`src/rtl/r_mux_s4_if.sv`:
```
// ---------------------------------------------------------------------------
// r_mux_s4_if: R-channel bundle for the 4-slave read-data return mux.
//  s_axi_*   : four slave R channels, packed slave k at [k*W +: W]
//  m00_axi_* : the single merged master R channel
//  r_grant   : one-hot current burst owner (0 when idle)
// Modports:
//  master : the mux side; drives m00_axi_* R payload/valid, s_axi_rready, r_grant
//  slave  : the environment side; drives s_axi_* payload/valid and m00_axi_rready
// ---------------------------------------------------------------------------
interface r_mux_s4_if #(
    parameter int unsigned DATA_W = 32,
    parameter int unsigned ID_W   = 4
);
    logic [4*DATA_W-1:0] s_axi_rdata;
    logic [4*ID_W-1:0]   s_axi_rid;
    logic [7:0]          s_axi_rresp;
    logic [3:0]          s_axi_rlast;
    logic [3:0]          s_axi_rvalid;
    logic [3:0]          s_axi_rready;

    logic [DATA_W-1:0]   m00_axi_rdata;
    logic [ID_W-1:0]     m00_axi_rid;
    logic [1:0]          m00_axi_rresp;
    logic                m00_axi_rlast;
    logic                m00_axi_rvalid;
    logic                m00_axi_rready;

    logic [3:0]          r_grant;

    modport master (
        input  s_axi_rdata, s_axi_rid, s_axi_rresp, s_axi_rlast, s_axi_rvalid,
        input  m00_axi_rready,
        output s_axi_rready,
        output m00_axi_rdata, m00_axi_rid, m00_axi_rresp, m00_axi_rlast, m00_axi_rvalid,
        output r_grant
    );

    modport slave (
        output s_axi_rdata, s_axi_rid, s_axi_rresp, s_axi_rlast, s_axi_rvalid,
        output m00_axi_rready,
        input  s_axi_rready,
        input  m00_axi_rdata, m00_axi_rid, m00_axi_rresp, m00_axi_rlast, m00_axi_rvalid,
        input  r_grant
    );
endinterface

```
`src/rtl/r_mux_s4.sv`:
```
// ---------------------------------------------------------------------------
// r_mux_s4: read-data return path of the 4-slave read interconnect.
//  Merges four slave R channels onto one master R channel. A round-robin
//  arbiter locks onto one slave for a whole burst (until RLAST) and forwards
//  its beats through a single registered output stage (1 beat/clk).
// Ports:
//  clk    : clock, rising edge
//  reset  : synchronous, active-high; drops any in-flight beat
//  bus    : r_mux_s4_if.master (slave R channels in, master R channel out,
//           s_axi_rready combinational, r_grant registered one-hot owner)
// ---------------------------------------------------------------------------
module r_mux_s4 #(
    parameter int unsigned DATA_W = 32,
    parameter int unsigned ID_W   = 4,
    parameter int unsigned NUM_S  = 4
) (
    input  logic          clk,
    input  logic          reset,
    r_mux_s4_if.master    bus
);
    localparam int unsigned IDX_W = 2;

    typedef enum logic {
        IDLE  = 1'b0,
        BURST = 1'b1
    } state_e;

    state_e              state_q, state_d;
    logic [IDX_W-1:0]    rr_ptr_q, rr_ptr_d;
    logic [IDX_W-1:0]    gidx_q, gidx_d;
    logic [NUM_S-1:0]    grant_q, grant_d;

    logic                rvalid_q, rvalid_d;
    logic [DATA_W-1:0]   rdata_q, rdata_d;
    logic [ID_W-1:0]     rid_q, rid_d;
    logic [1:0]          rresp_q, rresp_d;
    logic                rlast_q, rlast_d;

    logic [DATA_W-1:0]   rdata_arr_c [NUM_S];
    logic [ID_W-1:0]     rid_arr_c   [NUM_S];
    logic [1:0]          rresp_arr_c [NUM_S];

    logic                out_free_c;
    logic                beat_fire_c;
    logic                pick_found_c;
    logic [IDX_W-1:0]    pick_idx_c;
    logic [IDX_W-1:0]    cand_c;

    // Unpack the flat slave buses into per-slave arrays
    always_comb begin
        for (int k = 0; k < NUM_S; k++) begin
            rdata_arr_c[k] = bus.s_axi_rdata[k*DATA_W +: DATA_W];
            rid_arr_c[k]   = bus.s_axi_rid[k*ID_W +: ID_W];
            rresp_arr_c[k] = bus.s_axi_rresp[k*2 +: 2];
        end
    end

    // Round-robin pick: first requester at rr_ptr, rr_ptr+1, ... (mod 4)
    always_comb begin
        pick_found_c = 1'b0;
        pick_idx_c   = rr_ptr_q;
        cand_c       = '0;
        for (int i = 0; i < NUM_S; i++) begin
            cand_c = rr_ptr_q + IDX_W'(i);
            if (!pick_found_c && bus.s_axi_rvalid[cand_c]) begin
                pick_found_c = 1'b1;
                pick_idx_c   = cand_c;
            end
        end
    end

    // Output register may take a new beat when empty or being drained this cycle
    assign out_free_c  = ~rvalid_q | bus.m00_axi_rready;
    assign beat_fire_c = (state_q == BURST) & bus.s_axi_rvalid[gidx_q] & out_free_c;

    assign bus.s_axi_rready = (state_q == BURST && out_free_c) ? grant_q : '0;

    // Next-state: arbitration, burst tracking and output stage
    always_comb begin
        state_d  = state_q;
        rr_ptr_d = rr_ptr_q;
        gidx_d   = gidx_q;
        grant_d  = grant_q;
        rvalid_d = rvalid_q;
        rdata_d  = rdata_q;
        rid_d    = rid_q;
        rresp_d  = rresp_q;
        rlast_d  = rlast_q;

        unique case (state_q)
            IDLE: begin
                if (pick_found_c) begin
                    state_d = BURST;
                    gidx_d  = pick_idx_c;
                    grant_d = NUM_S'(1) << pick_idx_c;
                end
            end
            BURST: begin
                // Last beat leaves the burst; it still drains from the output register
                if (beat_fire_c && bus.s_axi_rlast[gidx_q]) begin
                    state_d  = IDLE;
                    grant_d  = '0;
                    rr_ptr_d = gidx_q + IDX_W'(1);
                end
            end
            default: state_d = IDLE;
        endcase

        if (beat_fire_c) begin
            rvalid_d = 1'b1;
            rdata_d  = rdata_arr_c[gidx_q];
            rid_d    = rid_arr_c[gidx_q];
            rresp_d  = rresp_arr_c[gidx_q];
            rlast_d  = bus.s_axi_rlast[gidx_q];
        end else if (rvalid_q && bus.m00_axi_rready) begin
            rvalid_d = 1'b0;
        end
    end

    // State and output registers
    always_ff @(posedge clk) begin
        if (reset) begin
            state_q  <= IDLE;
            rr_ptr_q <= '0;
            gidx_q   <= '0;
            grant_q  <= '0;
            rvalid_q <= 1'b0;
            rdata_q  <= '0;
            rid_q    <= '0;
            rresp_q  <= '0;
            rlast_q  <= 1'b0;
        end else begin
            state_q  <= state_d;
            rr_ptr_q <= rr_ptr_d;
            gidx_q   <= gidx_d;
            grant_q  <= grant_d;
            rvalid_q <= rvalid_d;
            rdata_q  <= rdata_d;
            rid_q    <= rid_d;
            rresp_q  <= rresp_d;
            rlast_q  <= rlast_d;
        end
    end

    assign bus.m00_axi_rvalid = rvalid_q;
    assign bus.m00_axi_rdata  = rdata_q;
    assign bus.m00_axi_rid    = rid_q;
    assign bus.m00_axi_rresp  = rresp_q;
    assign bus.m00_axi_rlast  = rlast_q;
    assign bus.r_grant        = grant_q;

endmodule

```
`src/flat_wrapper.sv`:
```
// flat-port wrapper written by rule: the top's interface ports become plain ports
module r_mux_s4_flat 
#(
    parameter int unsigned DATA_W = 32,
    parameter int unsigned ID_W   = 4,
    parameter int unsigned NUM_S  = 4
)
  (clk, reset, bus_s_axi_rdata, bus_s_axi_rid, bus_s_axi_rresp, bus_s_axi_rlast, bus_s_axi_rvalid, bus_m00_axi_rready, bus_s_axi_rready, bus_m00_axi_rdata, bus_m00_axi_rid, bus_m00_axi_rresp, bus_m00_axi_rlast, bus_m00_axi_rvalid, bus_r_grant);
  r_mux_s4_if #(.DATA_W(DATA_W), .ID_W(ID_W)) bus_i ();
  input  logic clk;
  input  logic reset;
  input wire logic [$bits(bus_i.s_axi_rdata)-1:0] bus_s_axi_rdata;
  input wire logic [$bits(bus_i.s_axi_rid)-1:0] bus_s_axi_rid;
  input wire logic [$bits(bus_i.s_axi_rresp)-1:0] bus_s_axi_rresp;
  input wire logic [$bits(bus_i.s_axi_rlast)-1:0] bus_s_axi_rlast;
  input wire logic [$bits(bus_i.s_axi_rvalid)-1:0] bus_s_axi_rvalid;
  input wire logic [$bits(bus_i.m00_axi_rready)-1:0] bus_m00_axi_rready;
  output wire logic [$bits(bus_i.s_axi_rready)-1:0] bus_s_axi_rready;
  output wire logic [$bits(bus_i.m00_axi_rdata)-1:0] bus_m00_axi_rdata;
  output wire logic [$bits(bus_i.m00_axi_rid)-1:0] bus_m00_axi_rid;
  output wire logic [$bits(bus_i.m00_axi_rresp)-1:0] bus_m00_axi_rresp;
  output wire logic [$bits(bus_i.m00_axi_rlast)-1:0] bus_m00_axi_rlast;
  output wire logic [$bits(bus_i.m00_axi_rvalid)-1:0] bus_m00_axi_rvalid;
  output wire logic [$bits(bus_i.r_grant)-1:0] bus_r_grant;
  assign bus_i.s_axi_rdata = bus_s_axi_rdata;
  assign bus_i.s_axi_rid = bus_s_axi_rid;
  assign bus_i.s_axi_rresp = bus_s_axi_rresp;
  assign bus_i.s_axi_rlast = bus_s_axi_rlast;
  assign bus_i.s_axi_rvalid = bus_s_axi_rvalid;
  assign bus_i.m00_axi_rready = bus_m00_axi_rready;
  assign bus_s_axi_rready = bus_i.s_axi_rready;
  assign bus_m00_axi_rdata = bus_i.m00_axi_rdata;
  assign bus_m00_axi_rid = bus_i.m00_axi_rid;
  assign bus_m00_axi_rresp = bus_i.m00_axi_rresp;
  assign bus_m00_axi_rlast = bus_i.m00_axi_rlast;
  assign bus_m00_axi_rvalid = bus_i.m00_axi_rvalid;
  assign bus_r_grant = bus_i.r_grant;
  r_mux_s4 #(.DATA_W(DATA_W), .ID_W(ID_W), .NUM_S(NUM_S)) u_core (.clk(clk), .reset(reset), .bus(bus_i));
endmodule
```
`config.mk`:
```
export PLATFORM = sky130hd
export DESIGN_NAME = r_mux_s4_flat
export DESIGN_NICKNAME = d
export VERILOG_FILES = /design/src/rtl/r_mux_s4_if.sv /design/src/rtl/r_mux_s4.sv /design/src/flat_wrapper.sv
export SDC_FILE = /design/constraint.sdc
export NUM_CORES = 1
export LEC_CHECK = 0
export CORE_UTILIZATION = 34
export CTS_CLUSTER_SIZE = 24
export DETAILED_ROUTE_END_ITERATION = 8
export PLACE_DENSITY_LB_ADDON = 0.15
export SLEW_MARGIN = 40
export SYNTH_ARGS = -nofsm -noshare
export SYNTH_HDL_FRONTEND = slang
export SYNTH_SLANG_ARGS = --single-unit
```
`constraint.sdc`:
```
create_clock -name clk -period 2.2 [get_ports clk]
set_clock_uncertainty 0.1 [all_clocks]
set_input_delay 0.44 -clock clk [delete_from_list [all_inputs] [get_ports clk]]
set_output_delay 0.44 -clock clk [all_outputs]
set_load 0.01 [all_outputs]
```
==> flow_summary.json, run 1 <==
{
  "status": "complete, no violations",
  "finalWorstSetupSlack_ns": 0.125,
  "swShare_pct": 24.1,
  "period_share_pct": 94.3,
  "ys_types": 25,
  "syn_area_per_cell_sq_um": 9.95,
  "p_int_w": 0.00195,
  "num_io_pins": 211,
  "grt_max_degree": 39,
  "clockBufferDepth": 2,
  "synth_top_cell_area_share_pct": 34.7,
  "die_y_um": 93.2,
  "antenna_found_initial": 0,
  "syn-cell-area_sq_um": 2830,
  "syn_nets": 447,
  "p_leak_nw": 1.84,
  "p_comb_share_pct": 32.5,
  "cts_root_buf": "clkbuf_8",
  "grt_pass1_wl_um": 14200,
  "diodes": 0,
  "yosysSeqAreaShare_pct": 34.7,
  "power_density_nw_per_um2": 493,
  "maxSlewViolCount": 0,
  "max-cap-violations": 0,
  "worstMarginPinSlew_ns": 0.561,
  "core_sq_um": 7890,
  "endpoint_kind": "output pin",
  "cts.htree.levels": 2,
  "postRouteAntennaNets": 0,
  "die_w_um": 93.2,
  "grt_usage_pct": 21.2,
  "cts_tree": "built",
  "clk_pin_slew_ns": 0.09,
  "final.setup.tns_ns": 0,
  "clk_latency_ns": 0.30,
  "start_util_pct": 35.8,
  "hold_class": "reg2reg",
  "period_needed_ns": 2.08,
  "max_freq_mhz": 482,
  "grt_pass1_vias": 3022,
  "ys_top_cells_by_area": "dfxtp_1 35%, mux4_2 32%, nand2_1 11%, a21oi_1 8.7%, buf_6 2.4%",
  "reg2reg_depth": 4,
  "ir_drop_uv": 302,
  "synth-edff-count": 0,
  "yosys.area.top_type": "dfxtp_1",
  "setup_viol": 0,
  "synth_seq_cells": 49,
  "clock_sinks": 49,
  "dp_hpwl_um": 7600,
  "avgRoutedWirePerCell_um": 15.6,
  "place_ws_ns": -0.183,
  "viasPerCell": 5.03,
  "area_growth_pct": 84.1,
  "drt-pass1-iter-count": 4,
  "start_kind": "input port",
  "max_stage_delay_ns": 0.39,
  "crit_type": "in2out",
  "numPortBuffers": 210,
  "die-area_sq_um": 8680,
  "slew_headroom_pct": 62.6,
  "hold_violations": 0,
  "arrival_ns": 1.54,
  "holdPathStages": 2,
  "routed_wl_um": 9320,
  "slowest_stage": "clkdlybuf4s50_1",
  "total_power_w": 0.00257,
  "layout.nets": 656,
  "cts_made_buffers": 5,
  "synthTopCellsByCount": "84 x nand2_1, 49 x a21oi_1, 49 x dfxtp_1, 40 x mux4_2, 12 x clkbuf_1",
  "ys_warn_count": 0,
  "p_switching_w": 0.000619,
  "path_cells": "clkdlybuf4s50_1 > nand2b_2 > and3_1 > dlygate4sd2_1",
  "place_congestion": 0.746,
  "post_cts_buffers": 0,
  "cp_max_fo": 5,
  "fp-row-count": 32,
  "rsz0062_at_grt": "false",
  "grt.overflow.total": 0,
  "hold_ws_ns": 0.357,
  "drive_gt1_share_pct": 15.0,
  "crit_required_ns": 1.66,
  "synth_async_sr_flop_share_pct": 0,
  "fillers": 685,
  "netlist_instances": 284,
  "drt_iter0_markers": 51,
  "p_seq_share_pct": 38.4,
  "synth_most_common_cell": "nand2_1",
  "drc_errors": 0,
  "vias": 3000,
  "synthFlopType": "dfxtp_1",
  "power.share.clock_pct": 29.0
}
-- per-layer routing --
layer / global-route usage, % / vias to the layer above / part of all wire, %
met5: 0 / - / 0
met4: 6.03 / 0 / 1.4
met3: 6.42 / 9 / 9.7
met2: 40.2 / 137 / 53
met1: 22.4 / 1415 / 36
li1: - / 1439 / -
-- cells in the final DEF, fill, tap and decap left out, types with 2 or more instances in the layout --
cell / count
clkbuf_8: 5
dlygate4sd2_1: 4
bufinv_16: 2
a21oi_1: 49
dfxtp_2: 2
nand2_1: 84
nand3_1: 3
dfxtp_1: 47
buf_4: 14
nand3b_1: 2
clkdlybuf4s50_1: 205
inv_1: 2
nand2b_1: 3
or2_2: 2
nor2_1: 7
and3_1: 4
mux4_2: 40
buf_12: 3
nor2b_1: 2
o32ai_1: 2
-- layout make-up --
class,count,area (sq um),area share (%)
clock buffer,5,68.8,1.32
clock inverter,3,65.1,1.25
inverter,2,7.51,0.144
multi-input combinational,208,1690,32.5
sequential,49,983,18.9
tap,102,128,2.45
timing repair buffer,227,2260,43.4
-- logic make-up after synthesis --
family | Yosys count | synth area share, %
AOI/OAI and AO/OA | 56 | 10.6
muxes | 40 | 31.9
xor gates and xnor gates | 1 | 0.310
DFF | 49 | 34.7
and+or+nand+nor | 111 | 17.0
buffers and inverters | 27 | 5.49
-- worst paths after layout --
kind                                startpoint                      endpoint  slack [ns]
hold reg to reg   u_core.bus.m00_axi_rdata[12]  u_core.bus.m00_axi_rdata[12]        0.36
setup reg to reg              u_core.gidx_q[0]   u_core.bus.m00_axi_rdata[3]        0.42
setup / recovery            bus_m00_axi_rready           bus_s_axi_rready[2]        0.12
hold / removal    u_core.bus.m00_axi_rdata[12]  u_core.bus.m00_axi_rdata[12]        0.36
-- flip-flops by register name, summed over array words and instances (netlist names) --
name / cells
u_core.gidx_q: 2
u_core.bus.m00_axi_rlast: 1
u_core.bus.m00_axi_rdata: 32
u_core.bus.r_grant: 4
u_core.bus.m00_axi_rresp: 2
u_core.state_q: 1
u_core.bus.m00_axi_rid: 4
u_core.bus.m00_axi_rvalid: 1
u_core.rr_ptr_q: 2
-- metrics by stage --
stage	util, %	cell area, sq um	instances
floorplan	-	2830	284
global placement	64.3	5070	588
detailed placement	64.3	5070	588
CTS	66.0	5200	596
global route	66.0	5200	596
finish	66.0	5200	596
-- power groups by stage --
stage | clock, W | combinational, W | sequential, W
6_report | 0.000745 | 0.000835 | 0.000986
5_1_grt | 0.000804 | 0.000900 | 0.000994
4_1_cts | 0.000769 | 0.000848 | 0.000987
3_5_place_dp | 0 | 0.000845 | 0.00101
3_3_place_gp | 0 | 0.000829 | 0.00100
2_1_floorplan | 0 | 0.000349 | 0.00102
-- critical path, delay by kind of cell --
| family | cells | cell delay, ns |
|---|---|---|
| buffers and inverters | 2 | 0.67 |
| and+or+nand+nor | 2 | 0.42 |
-- what timing repair did --
action	4_1_cts	5_1_grt
hold buffers	0	0
endpoints found under the hold margin	0	0
endpoints found under the setup margin	4	0
resized for setup	5	0
(Power assumes the default switching activity.)
==> run 2, diff against run 1 <==
--- a/config.mk
+++ b/config.mk
@@ -5,6 +5,7 @@
 export SDC_FILE = /design/constraint.sdc
 export NUM_CORES = 1
 export LEC_CHECK = 0
+export CAP_MARGIN = 20
 export CORE_UTILIZATION = 34
 export CTS_CLUSTER_SIZE = 24
 export DETAILED_ROUTE_END_ITERATION = 8
==> results of run 2 <==
Final layout, timing and power as in run 1 (identical DEF).
==> run 3, diff against run 2 <==
--- a/config.mk
+++ b/config.mk
@@ -6,10 +6,11 @@
 export NUM_CORES = 1
 export LEC_CHECK = 0
 export CAP_MARGIN = 20
-export CORE_UTILIZATION = 34
+export CORE_UTILIZATION = 37
 export CTS_CLUSTER_SIZE = 24
 export DETAILED_ROUTE_END_ITERATION = 8
 export PLACE_DENSITY_LB_ADDON = 0.15
+export SETUP_SLACK_MARGIN = 0.5
 export SLEW_MARGIN = 40
 export SYNTH_ARGS = -nofsm -noshare
 export SYNTH_HDL_FRONTEND = slang
==> constraint.sdc (replaced) <==
create_clock -name clk -period 2.61 [get_ports clk]
set_clock_uncertainty 0.1 [all_clocks]
set_input_delay 0.522 -clock clk [delete_from_list [all_inputs] [get_ports clk]]
set_output_delay 0.522 -clock clk [all_outputs]
set_load 0.01 [all_outputs]
==> run 3 against run 2 <==
  * Critical path type is now in2reg
  * Sequential share of layout area grew 0.39 points
  * Highest routed layer unchanged
  * Cell area shrank 2.0%
  * Register-to-register slack gained 0.22 ns
  * Sequential power shrank 15%
  * First-iteration DRC count grew 80%
  * Power shrank 19%
  * Via count grew 0.40%
  * Worst setup slack gained 0.40 ns
  * Combinational power shrank 18%
  * Clock power shrank 24%
  * Hold slack lost 0.00077 ns
  * Final cell count shrank 1.7%
==> flow_summary.json, run 3 (synthesis results as in run 1) <==
{
  "status": "complete, no violations",
  "dp_hpwl_um": 7330,
  "p_leak_nw": 1.78,
  "grt_max_degree": 39,
  "r2r-start": "u_core.gidx_q[0]",
  "regArea_sq_um": 983,
  "routed_wl_um": 9370,
  "placed_cell_area_sq_um": 4970,
  "drive_gt1_share_pct": 14.6,
  "core_sq_um": 7330,
  "avgRoutedWirePerCell_um": 16.0,
  "area_growth_pct": 80.3,
  "clk_pin_slew_ns": 0.09,
  "setup_viol": 0,
  "hold_violations": 0,
  "reg2reg_depth": 5,
  "rrSetupSlack_ns": 0.64,
  "worstMarginPinSlew_ns": 0.566,
  "maxSlewViolCount": 0,
  "cts_root_buf": "clkbuf_8",
  "r2r-end": "u_core.bus.r_grant[3]",
  "min-delay-start": "u_core.bus.m00_axi_rid[2]",
  "max-cap-violations": 0,
  "final_common_cell": "clkdlybuf4s50_1",
  "final_cell_mix": "205 x clkdlybuf4s50_1, 84 x nand2_1, 49 x a21oi_1",
  "grt_pass1_vias": 2828,
  "postRouteAntennaNets": 0,
  "fp-row-count": 31,
  "cts.htree.levels": 2,
  "fillers": 584,
  "viasPerCell": 5.14,
  "rsz0062_at_grt": "true",
  "period_share_pct": 79.8,
  "holdPathEnd": "u_core.bus.m00_axi_rid[2]",
  "hold_ws_ns": 0.356,
  "vias": 3012,
  "fin_cells": 586,
  "dpl.cell_count": 576,
  "crit_type": "in2reg",
  "clk_latency_ns": 0.30,
  "die_y_um": 89.4,
  "final.setup.tns_ns": 0,
  "grt_pass1_wl_um": 13000,
  "arrival_ns": 2.15,
  "fin_area_sq_um": 5100,
  "cts_tree": "built",
  "cp_max_fo": 19,
  "hold_class": "reg2reg",
  "period_needed_ns": 2.08,
  "cts_made_buffers": 5,
  "slew_headroom_pct": 62.3,
  "start_kind": "input port",
  "crit_path_start": "bus_s_axi_rvalid[0]",
  "clock_sinks": 49,
  "grt.overflow.total": 0,
  "clockBufferDepth": 2,
  "diodes": 0,
  "numPortBuffers": 210,
  "crit_required_ns": 2.67,
  "ir_drop_uv": 232,
  "layout.nets": 649,
  "start_util_pct": 38.6,
  "endpoint_kind": "flip-flop",
  "drt-pass1-iter-count": 4,
  "die_w_um": 89.4,
  "power_density_nw_per_um2": 409,
  "multiInputGateArea_sq_um": 1710,
  "largest_reg_flops": 32,
  "drt_iter0_markers": 92,
  "die-area_sq_um": 7990,
  "max_freq_mhz": 480,
  "place_congestion": 0.776,
  "holdPathStages": 2,
  "antenna_found_initial": 0,
  "num_io_pins": 211,
  "grt_usage_pct": 21.7,
  "drc_errors": 0
}
run 3: cell count changes in the layout (fill, tap and decap cells not counted):
cell,change
bufinv_16,-1
clkbuf_8,+1
clkinvlp_4,+1
clkinv_2,-1
buf_2,+4
and3_2,+1
nand2b_4,+1
dlygate4sd2_1,-4
buf_12,-2
buf_4,-6
nand2b_2,-1
run 3: critical path, stage by stage:
cell and delay (ns):
clkdlybuf4s50_1 0.49, mux4_2 0.56, and3_2 0.40, nand2_1 0.12
a21oi_1 0.06
run 3: worst max path at each step:
stage / to
after floorplan: u_core.bus.m00_axi_rdata[17]
after global placement: bus_s_axi_rready[2]
after detailed placement: bus_s_axi_rready[2]
after CTS: bus_s_axi_rready[2]
after global routing: u_core.bus.m00_axi_rdata[5]
final: u_core.bus.m00_axi_rid[2]
run 3: per-stage QoR:
stage                     total power (W)  setup WS, ns  utilization (%)
final                             0.00209         0.527             69.5
after global routing              0.00219         0.481             69.5
after CTS                         0.00210         0.567             69.4
after detailed placement          0.00154        0.0589             67.9
after global placement            0.00152        0.0556             67.9
after floorplan                   0.00115         0.798                -
run 3: repair_timing:
item	CTS	global route
hold buffers	0	0
pin swaps	0	1
setup endpoints to repair	4	4
buffers inserted	1	0
gates cloned	0	1
gates resized for setup	18	0
run 3: cell type report:
cell class              instances  share of cell area [%]
clock inverters                 2                   0.736
multi-input cells             209                    33.5
well taps                      99                    2.43
clock buffers                   6                    1.62
flip-flops and latches         49                    19.3
repair buffers                219                    42.3
inverters                       2                   0.147
run 3: layer usage:
metal  track usage, %  wire length (um)  part of all wire [%]  vias to the layer above
met5                0                 0                     0                        -
met4             5.05               104                   1.1                        0
met3             6.83               958                    10                       11
met2             42.3              5080                    54                      143
met1             22.5              3230                    34                     1428
li1                 -                 -                     -                     1430
run 3: power by group:
part,internal [W],switching [W],total (W)
Clock,0.000312,0.000252,0.000564
Sequential,0.000798,0.0000377,0.000835
Combinational,0.000449,0.000238,0.000687
